## config.mk

```make
export PLATFORM = sky130hd
export DESIGN_NAME = cdb_arbiter
export DESIGN_NICKNAME = d
export VERILOG_FILES = /design/src/rtl/cdb_arbiter.sv
export SDC_FILE = /design/constraint.sdc
export NUM_CORES = 1
export LEC_CHECK = 0
export BUFFER_PORTS_ARGS = -buffer_cell sky130_fd_sc_hd__buf_2
export CORE_ASPECT_RATIO = 1.25
export CORE_UTILIZATION = 40
export CTS_CLUSTER_SIZE = 24
export DETAILED_ROUTE_END_ITERATION = 16
export PLACE_DENSITY = 0.73
export SETUP_SLACK_MARGIN = 0.05
export SYNTH_ARGS = -nofsm -noshare
export SYNTH_HDL_FRONTEND = slang
export SYNTH_SLANG_ARGS = --single-unit
```

## constraint.sdc

```tcl
create_clock -name clock -period 4.8 [get_ports clock]
set_input_delay 0.48 -clock clock [delete_from_list [all_inputs] [get_ports clock]]
set_output_delay 0.48 -clock clock [all_outputs]
set_load 0.02 [all_outputs]
```

## src/rtl/cdb_arbiter.sv

```systemverilog
// Complete-stage arbiter: grants up to CDB_WIDTH finished FU results per cycle
// onto a registered common data bus, round-robin from rr_ptr, stalling the losers.
module cdb_arbiter #(
    parameter int NUM_FU    = 4,
    parameter int CDB_WIDTH = 2,
    parameter int PACK_W    = 32,
    localparam int PTR_W    = (NUM_FU > 1) ? $clog2(NUM_FU) : 1
) (
    input  logic                        clock,
    input  logic                        reset,
    input  logic                        squash,
    input  logic [NUM_FU-1:0]           fu_data_ready,
    input  logic [NUM_FU*PACK_W-1:0]    fu_pack,
    output logic [NUM_FU-1:0]           fu_stall,
    output logic [CDB_WIDTH-1:0]        cdb_valid,
    output logic [CDB_WIDTH*PACK_W-1:0] cdb_pack
);

    logic [PTR_W-1:0]            rr_ptr_reg;
    logic [PTR_W-1:0]            rr_ptr_next;
    logic [CDB_WIDTH-1:0]        cdb_valid_reg;
    logic [CDB_WIDTH-1:0]        cdb_valid_next;
    logic [CDB_WIDTH*PACK_W-1:0] cdb_pack_reg;
    logic [CDB_WIDTH*PACK_W-1:0] cdb_pack_next;
    logic [NUM_FU-1:0]           granted;
    logic [PTR_W-1:0]            idx;
    logic [PTR_W-1:0]            last_idx;
    logic                        any_grant;
    int                          fill;

    // Walk the FUs in rotated order; the k-th requester found fills slot k.
    always_comb begin
        granted        = '0;
        cdb_valid_next = '0;
        cdb_pack_next  = '0;
        idx            = rr_ptr_reg;
        last_idx       = rr_ptr_reg;
        fill           = 0;
        for (int off = 0; off < NUM_FU; off++) begin
            idx = PTR_W'((int'(rr_ptr_reg) + off) % NUM_FU);
            if (fu_data_ready[idx] && (fill < CDB_WIDTH)) begin
                granted[idx] = 1'b1;
                for (int k = 0; k < CDB_WIDTH; k++) begin
                    if (k == fill) begin
                        cdb_valid_next[k]                 = 1'b1;
                        cdb_pack_next[k*PACK_W +: PACK_W] = fu_pack[idx*PACK_W +: PACK_W];
                    end
                end
                last_idx = idx;
                fill     = fill + 1;
            end
        end
        any_grant   = (fill != 0);
        rr_ptr_next = PTR_W'((int'(last_idx) + 1) % NUM_FU);
    end

    // Squash and reset flush the FUs too, so nobody is told to hold.
    generate
        for (genvar gi = 0; gi < NUM_FU; gi++) begin : g_stall
            assign fu_stall[gi] = fu_data_ready[gi] & ~granted[gi] & ~squash & ~reset;
        end
    endgenerate

    always_ff @(posedge clock) begin
        if (reset) begin
            rr_ptr_reg    <= '0;
            cdb_valid_reg <= '0;
            cdb_pack_reg  <= '0;
        end else if (squash) begin
            cdb_valid_reg <= '0;
            cdb_pack_reg  <= '0;
        end else begin
            cdb_valid_reg <= cdb_valid_next;
            cdb_pack_reg  <= cdb_pack_next;
            if (any_grant) begin
                rr_ptr_reg <= rr_ptr_next;
            end
        end
    end

    assign cdb_valid = cdb_valid_reg;
    assign cdb_pack  = cdb_pack_reg;

endmodule

```

==> summary.txt, run 1 <==
Setup path
  – Buf/Inv on CP: 5
  – Crit path DAT: 4040 ps
  – CP Class: reg -> reg
  – Slowest cell on the critical path: buf_12
  – CP delay by family, top: buffers and inverters
  – Startpoint Class: flop
  – Crit-path cells: buf_12, mux4_2, inv_1, ha_1, inv_1, a21oi_1, nand2b_1, inv_1, ha_1, and2_4, buf_4, a211oi_2, a21oi_1, nor2_1
  – Most frequent CP cell: inv_1
  – CP Capture Type: flop
  – Worst-path fanout max: 139
  – Worst path required time: 4990 ps
  – Largest stage delay on the critical path: 660 ps

Clock tree
  – Clk root buf: clkbuf_16
  – Level count of the clock H-tree: 3
  – Clk Latency, worst-skew pair: 330 ps
  – Cts hold-fix bufs: 0
  – # clock sinks: 68
  – Setup Buffers After CTS: 0
  – Clock-pin slew on the worst setup and hold paths: 60 ps
  – CTS Buf Count: 9
  – TritonCTS clock tree: built
  – # resized after CTS: 0
  – Bufs on Longest Clock Path: 2

Placed design
  – I/O Buffers: 204
  – HPWL Detailed: 14.10 mm
  – Placer Congestion: 0.8841
  – Dpl cell area: 0.007994 sq mm

GRT
  – Vias in the first global route: 6266
  – Initial antenna violation count: 0
  – First-pass GRT wire length: 31.94 mm
  – All-layer global routing usage: 0.2292
  – Largest net degree at the start of global routing: 140
  – Gr ovfl total: 0

Synthesis
  – Async SR Flop Fraction: 0
  – Synthesized cell area: 0.006877 sq mm
  – Post-synthesis sequential area ratio: 0.1980
  – Mapped Cells: 608
  – Ys Warns: 0
  – Post-Syn Area per Cell: 11.31 sq um
  – Number of register bits inferred by synthesis: 68
  – Number of synthesized flops with an enable pin: 0
  – Syn nets: 754
  – Top_reg_cell synth: dfxtp_1
  – Unique masters post-synth: 37

Die
  – Core ar.: 0.01684 sq mm
  – Die Area: 0.01772 sq mm
  – Initial core utilization: 0.4083
  – # IOs: 205
  – Site Rows: 53
  – Die Wd: 119.3 microns
  – Chip height: 148.6 microns

Routing
  – Via count: 6445
  – Antenna Nets Post-Route: 0
  – Initial DRC count: 678
  – Drt total wl: 20.32 mm
  – # DRC: 0
  – Routed len/inst: 20.55 microns
  – DRT Pass-1 Iters: 5
  – Vias per inst: 6.517

STA
  – Unrepaired setup endpoints after global routing: no
  – Setup violators final: 0
  – Final period utilization: 0.8021
  – Relative slew slack: 0.2516
  – Setup TNS: 0 ps
  – Hold slack: 362.4 ps
  – Slew @ Worst Pin: 1123 ps
  – Max Slew Vio Count: 0
  – Fmax: 259.7 MHz
  – Hold Fails Final Rpt: 0
  – Crit path time final: 3850 ps
  – Final setup skew: 6.602 ps

Power
  – Psw: 1.951 mW
  – Flop pwr share: 0.188
  – Combinational share of power: 0.663
  – Int Power: 2.401 mW
  – Worst vdd ir: 0.2891 mV
  – Sw frac: 0.4482
  – Leakage power: 3.113 nW
  – Power consumption: 4.352 mW
  – Power share of the clock group: 0.149
  – Power per cell area: 525.4 mW/mm^2

Job
  – Max Cap Violations: 0

Final layout
  – Design area: 0.008283 sq mm
  – Fill cells: 1550
  – Sequential Area: 0.001369 sq mm
  – Area of the multi-input gates: 0.005136 sq mm
  – Layout area overhead: 20.45%
  – Max reg flops: 64
  – Post-layout nets: 910
  – Antenna Cells: 0
  – Layout cells sized above 1: 0.5254

Run status
  – Outcome: complete, no violations

Min path
  – Type of the worst min-delay path: in -> reg
==> synth_stat cells, types with 5 or more instances <==
cell	n	area, sq um
mux4_2	132	2973
buf_1	5	18.77
dfxtp_1	68	1361
nand3_1	7	35.03
ha_1	11	137.6
a21oi_1	41	205.2
inv_1	10	37.54
buf_2	35	175.2
nor2_1	101	379.1
a211oi_2	28	350.3
buf_6	5	56.30
clkbuf_1	23	86.33
buf_4	5	37.54
a22oi_1	64	480.5
a211oi_1	36	270.3
==> power by group through the flow <==
stage / registers, mW / clock network, mW / logic (mW)
CTS: 0.819 / 0.659 / 2.88
floorplan: 1.06 / 0 / 1.98
global route: 0.831 / 0.684 / 3.11
global placement: 0.832 / 0 / 2.83
finish: 0.818 / 0.650 / 2.88
detailed placement: 0.830 / 0 / 2.87
==> cells by family after synthesis <==
logic type | count (synthesis) | share of synthesized area
AO/OA/AOI/OAI | 180 | 0.2027
multiplexers | 137 | 0.4398
AND/OR/NAND/NOR | 128 | 0.07842
buffers and inverters | 83 | 0.05986
flip-flops | 68 | 0.1980
adder cells (fa/ha/maj) | 11 | 0.02001
XOR/XNOR | 1 | 0.001274
==> cell usage in the layout (no fill, tap or decap), types with 2 or more instances in the layout <==
cell type / instances
nand3_1: 7
clkinv_2: 2
a21oi_1: 41
buf_4: 10
dfxtp_1: 66
and2_1: 3
a222oi_1: 4
dfxtp_4: 2
ha_1: 10
clkbuf_16: 10
nor4_1: 2
nor2_1: 100
a22oi_1: 64
buf_2: 204
and3_1: 2
clkinv_4: 2
mux4_2: 132
nand2_2: 2
buf_12: 4
inv_1: 10
a211oi_1: 36
mux2i_1: 4
a211oi_2: 28
o21ai_0: 2
nand2_1: 2
==> area by class of cell <==
| type | instances | share of cell area |
|---|---|---|
| timing repair buffer | 218 | 0.1420 |
| clock inverter | 5 | 0.004230 |
| multi-input combinational | 457 | 0.6201 |
| clock buffer | 11 | 0.03066 |
| sequential | 68 | 0.1653 |
| inverter | 10 | 0.004532 |
| tap | 220 | 0.03323 |
==> per-stage QoR <==
step	util	worst slack (ps)	instances
floorplan	-	652.3	608
detailed placement	0.4746	906.5	973
global route	0.4918	610.9	989
CTS	0.4918	901.5	989
finish	0.4918	949.9	989
global placement	0.4746	1021	973
==> routing by layer <==
layer | up-vias | part of all wire | global-route usage
met1 | 3233 | 0.39 | 0.2837
met2 | 335 | 0.51 | 0.3898
met3 | 52 | 0.069 | 0.04179
met5 | - | 0 | 0
li1 | 2825 | - | -
met4 | 0 | 0.036 | 0.1013
==> path summary, 6_finish.rpt <==
| path | start | endpoint | slack, ps | depth (start not counted) |
|---|---|---|---|---|
| max reg2reg | rr_ptr_reg[0] | cdb_pack[5] | 950 | 14 |
| min reg2reg | rr_ptr_reg[0] | rr_ptr_reg[0] | 730 | 3 |
| max | rr_ptr_reg[0] | cdb_pack[5] | 950 | 14 |
| min | reset | rr_ptr_reg[0] | 360 | 2 |
==> worst register-to-register path, stage by stage, from the launching register on <==
cell      delay (ps)
dfxtp_4          370
buf_12           660
mux4_2           530
inv_1            290
ha_1             300
inv_1            100
a21oi_1           70
nand2b_1         180
inv_1             70
ha_1             150
and2_4           460
buf_4            310
a211oi_2          50
a21oi_1          130
nor2_1            50
Power figures use the tool's default switching activity.
==> inputs of run 2 (changes only) <==
--- a/config.mk
+++ b/config.mk
@@ -10,7 +10,7 @@
 export CORE_UTILIZATION = 40
 export CTS_CLUSTER_SIZE = 24
 export DETAILED_ROUTE_END_ITERATION = 16
-export PLACE_DENSITY = 0.73
+export PLACE_DENSITY = 0.75
 export SETUP_SLACK_MARGIN = 0.05
 export SYNTH_ARGS = -nofsm -noshare
 export SYNTH_HDL_FRONTEND = slang
==> constraint.sdc (replaced) <==
create_clock -name clock -period 3.4 [get_ports clock]
set_input_delay 0.34 -clock clock [delete_from_list [all_inputs] [get_ports clock]]
set_output_delay 0.34 -clock clock [all_outputs]
set_load 0.02 [all_outputs]
==> run 2 against run 1 <==
Critical path depth is 4 lower. Via count rose by 0.47%. Combinational power increased by 45%. Clock power increased by 43%. First-iteration DRC count shrank 3.2%. Sequential power grew 39%. Worst setup slack worse by 730 ps. Non-clock buffer count is 11 higher. Sequential share of layout area decreased by 0.23 points. Utilization up 0.70 points. Clock skew rose by 0.81 ps. Hold slack got worse by 140 ps.
==> summary.txt, run 2 (synthesis gave the netlist of run 1 again) <==
Run status
  – Outcome: complete, no violations

Die
  – # IOs: 205 (unchanged)
  – Core ar.: 0.01684 sq mm (unchanged)
  – Chip height: 148.6 microns (unchanged)
  – Die Area: 0.01772 sq mm (unchanged)
  – Site Rows: 53 (unchanged)
  – Die Wd: 119.3 microns (unchanged)
  – Initial core utilization: 0.4083 (unchanged)

Setup path
  – Worst path required time: 3060 ps (-1930 ps)
  – CP Class: reg -> out
  – Worst-path fanout max: 5 (-96%)
  – Startpoint Class: flop
  – CP Capture Type: output pin
  – Crit path DAT: 2840 ps (-1200 ps)

GRT
  – Met3 Usage GRT: 0.04333 (+0.001534)
  – Vias in the first global route: 6226 (-0.64%)
  – First-pass GRT wire length: 31.75 mm (-0.59%)
  – Initial antenna violation count: 1 (+1)
  – Largest net degree at the start of global routing: 68 (-51%)
  – Gr ovfl total: 0 (unchanged)
  – Grt met1 use: 0.2833 (-0.0004273)
  – GR peak layer: met2
  – All-layer global routing usage: 0.2300 (+0.0007693)
  – Met2 usage: 0.3959 (+0.006105)

Final layout
  – Fill cells: 1514 (-2.3%)
  – Layout cells sized above 1: 0.5449 (+0.01951)
  – Most frequent cells in the layout: buf_2 (204), mux4_2 (132), nor2_1 (100)
  – Design area: 0.008401 sq mm (+1.4%)
  – Max reg flops: 64 (unchanged)
  – Post-layout nets: 921 (+1.2%)
  – Most common cell after layout, fill and taps aside: buf_2
  – Finished Layout Cells: 1001 (+1.2%)
  – Layout area overhead: 22.16%

Clock tree
  – Bufs on Longest Clock Path: 2 (unchanged)
  – Clk root buf: clkbuf_16
  – Level count of the clock H-tree: 3 (unchanged)
  – # clock sinks: 68 (unchanged)
  – Clock-pin slew on the worst setup and hold paths: 60 ps (about the same)
  – TritonCTS clock tree: built
  – Cts hold-fix bufs: 0 (unchanged)
  – Clk Latency, worst-skew pair: 340 ps (about the same)
  – CTS Buf Count: 9 (unchanged)

Routing
  – Vias per inst: 6.469 (-0.74%)
  – Initial DRC count: 656 (-3.2%)
  – Antenna Nets Post-Route: 0 (unchanged)
  – Drt total wl: 20.67 mm (+1.7%)
  – # DRC: 0 (unchanged)
  – Routed len/inst: 20.65 microns (+0.51%)
  – DRT Pass-1 Iters: 7 (+2)
  – Via count: 6475 (+0.47%)

STA
  – Final worst setup slack: 216.6 ps (-733.2 ps)
  – Setup TNS: 0 ps (unchanged)
  – Slew @ Worst Pin: 944.2 ps (-178.5 ps)
  – Final period utilization: 0.9363
  – Unrepaired setup endpoints after global routing: no
  – Crit path time final: 3183 ps
  – Final setup skew: 7.410 ps (+0.8080 ps)
  – Relative slew slack: 0.3705 (+0.1190)
  – Max Slew Vio Count: 0 (unchanged)
  – Fmax: 314.1 MHz
  – Setup violators final: 0 (unchanged)
  – Hold Fails Final Rpt: 0 (unchanged)

Placed design
  – Placed Cells: 983 (+1.0%)
  – Placer Congestion: 0.8252 (-6.7%)
  – Dpl cell area: 0.008099 sq mm (+1.3%)
  – Dpl ws: 217.2 ps (-689.3 ps)
  – HPWL Detailed: 14.21 mm (+0.80%)
  – I/O Buffers: 204 (unchanged)

Job
  – Max Cap Violations: 0 (unchanged)

Power
  – Leakage power: 3.170 nW (+1.8%)
  – Power consumption: 6.258 mW (+44%)
  – Sw frac: 0.4469 (-0.001313)
  – Int Power: 3.461 mW (+44%)
  – Power per cell area: 744.9 mW/mm^2 (+42%)
  – Worst vdd ir: 0.9340 mV (+220%)
  – Flop pwr share: 0.183 (-0.005)
  – Psw: 2.796 mW (+43%)
  – Combinational share of power: 0.669 (+0.006)
  – Power share of the clock group: 0.148 (about the same)

Min path
  – Type of the worst min-delay path: in -> reg
[run 2: cell count changes in the layout (fill, tap and decap cells not counted), moves of 2 or more]
cell      delta
buf_4       +11
inv_1        -5
inv_2        +3
clkbuf_8     +2
ha_1         -2
ha_4         +2
inv_6        +2
[run 2: worst paths after layout]
path                 start            end  slack (ps)  depth (start not counted)
min reg2reg  rr_ptr_reg[0]  rr_ptr_reg[0]         600                          3
max reg2reg  rr_ptr_reg[1]    cdb_pack[2]         330                         12
min                  reset  rr_ptr_reg[0]         220                          2
max          rr_ptr_reg[1]    fu_stall[2]         220                         10
[run 2: per-stage QoR]
step	hold slack (ps)	utilization
finish	224.1	0.4987
global route	233.1	0.4987
CTS	208.3	0.4979
detailed placement	571.9	0.4808
global placement	566.0	0.4808
floorplan	402.7	-
[run 2: power by group through the flow]
stage                     clock, mW  sequential (mW)  combinational (mW)
final                         0.927             1.14                4.19
after global routing          0.975             1.17                4.50
after CTS                     0.945             1.15                4.17
after detailed placement          0             1.16                4.15
after global placement            0             1.16                4.10
after floorplan                   0             1.50                2.88
[run 2: what timing repair did]
action	CTS	global route
buffers inserted	0	1
endpoints found under the setup margin	0	10
gates resized for setup	0	1
[run 2: metal layers]
metal  share of wire  vias to the layer above
li1                -                     2847
met1            0.39                     3273
met2            0.51                      316
met3           0.072                       39
met4           0.024                        0
met5               0                        -
[run 2: final cells by class]
| class | count | area (sq um) | area share |
|---|---|---|---|
| Clock inverter | 5 | 35.03 | 0.004170 |
| Timing Repair Buffer | 229 | 1250 | 0.1488 |
| Clock buffer | 11 | 252.7 | 0.03009 |
| Antenna cell | 1 | 2.502 | 0.0002979 |
| Sequential cell | 68 | 1369 | 0.1629 |
| Tap cell | 220 | 275.3 | 0.03277 |
| Multi-Input combinational cell | 457 | 5171 | 0.6156 |
| Inverter | 10 | 45.04 | 0.005362 |
[run 2: critical path, stage by stage, from the launching register on]
cell and delay (ps):
dfxtp_4 340, inv_1 70, ha_4 280, mux4_2 570, ha_1 250, inv_1 110
nand3_1 130, and3_1 250, buf_4 170, a21oi_1 150, buf_2 180
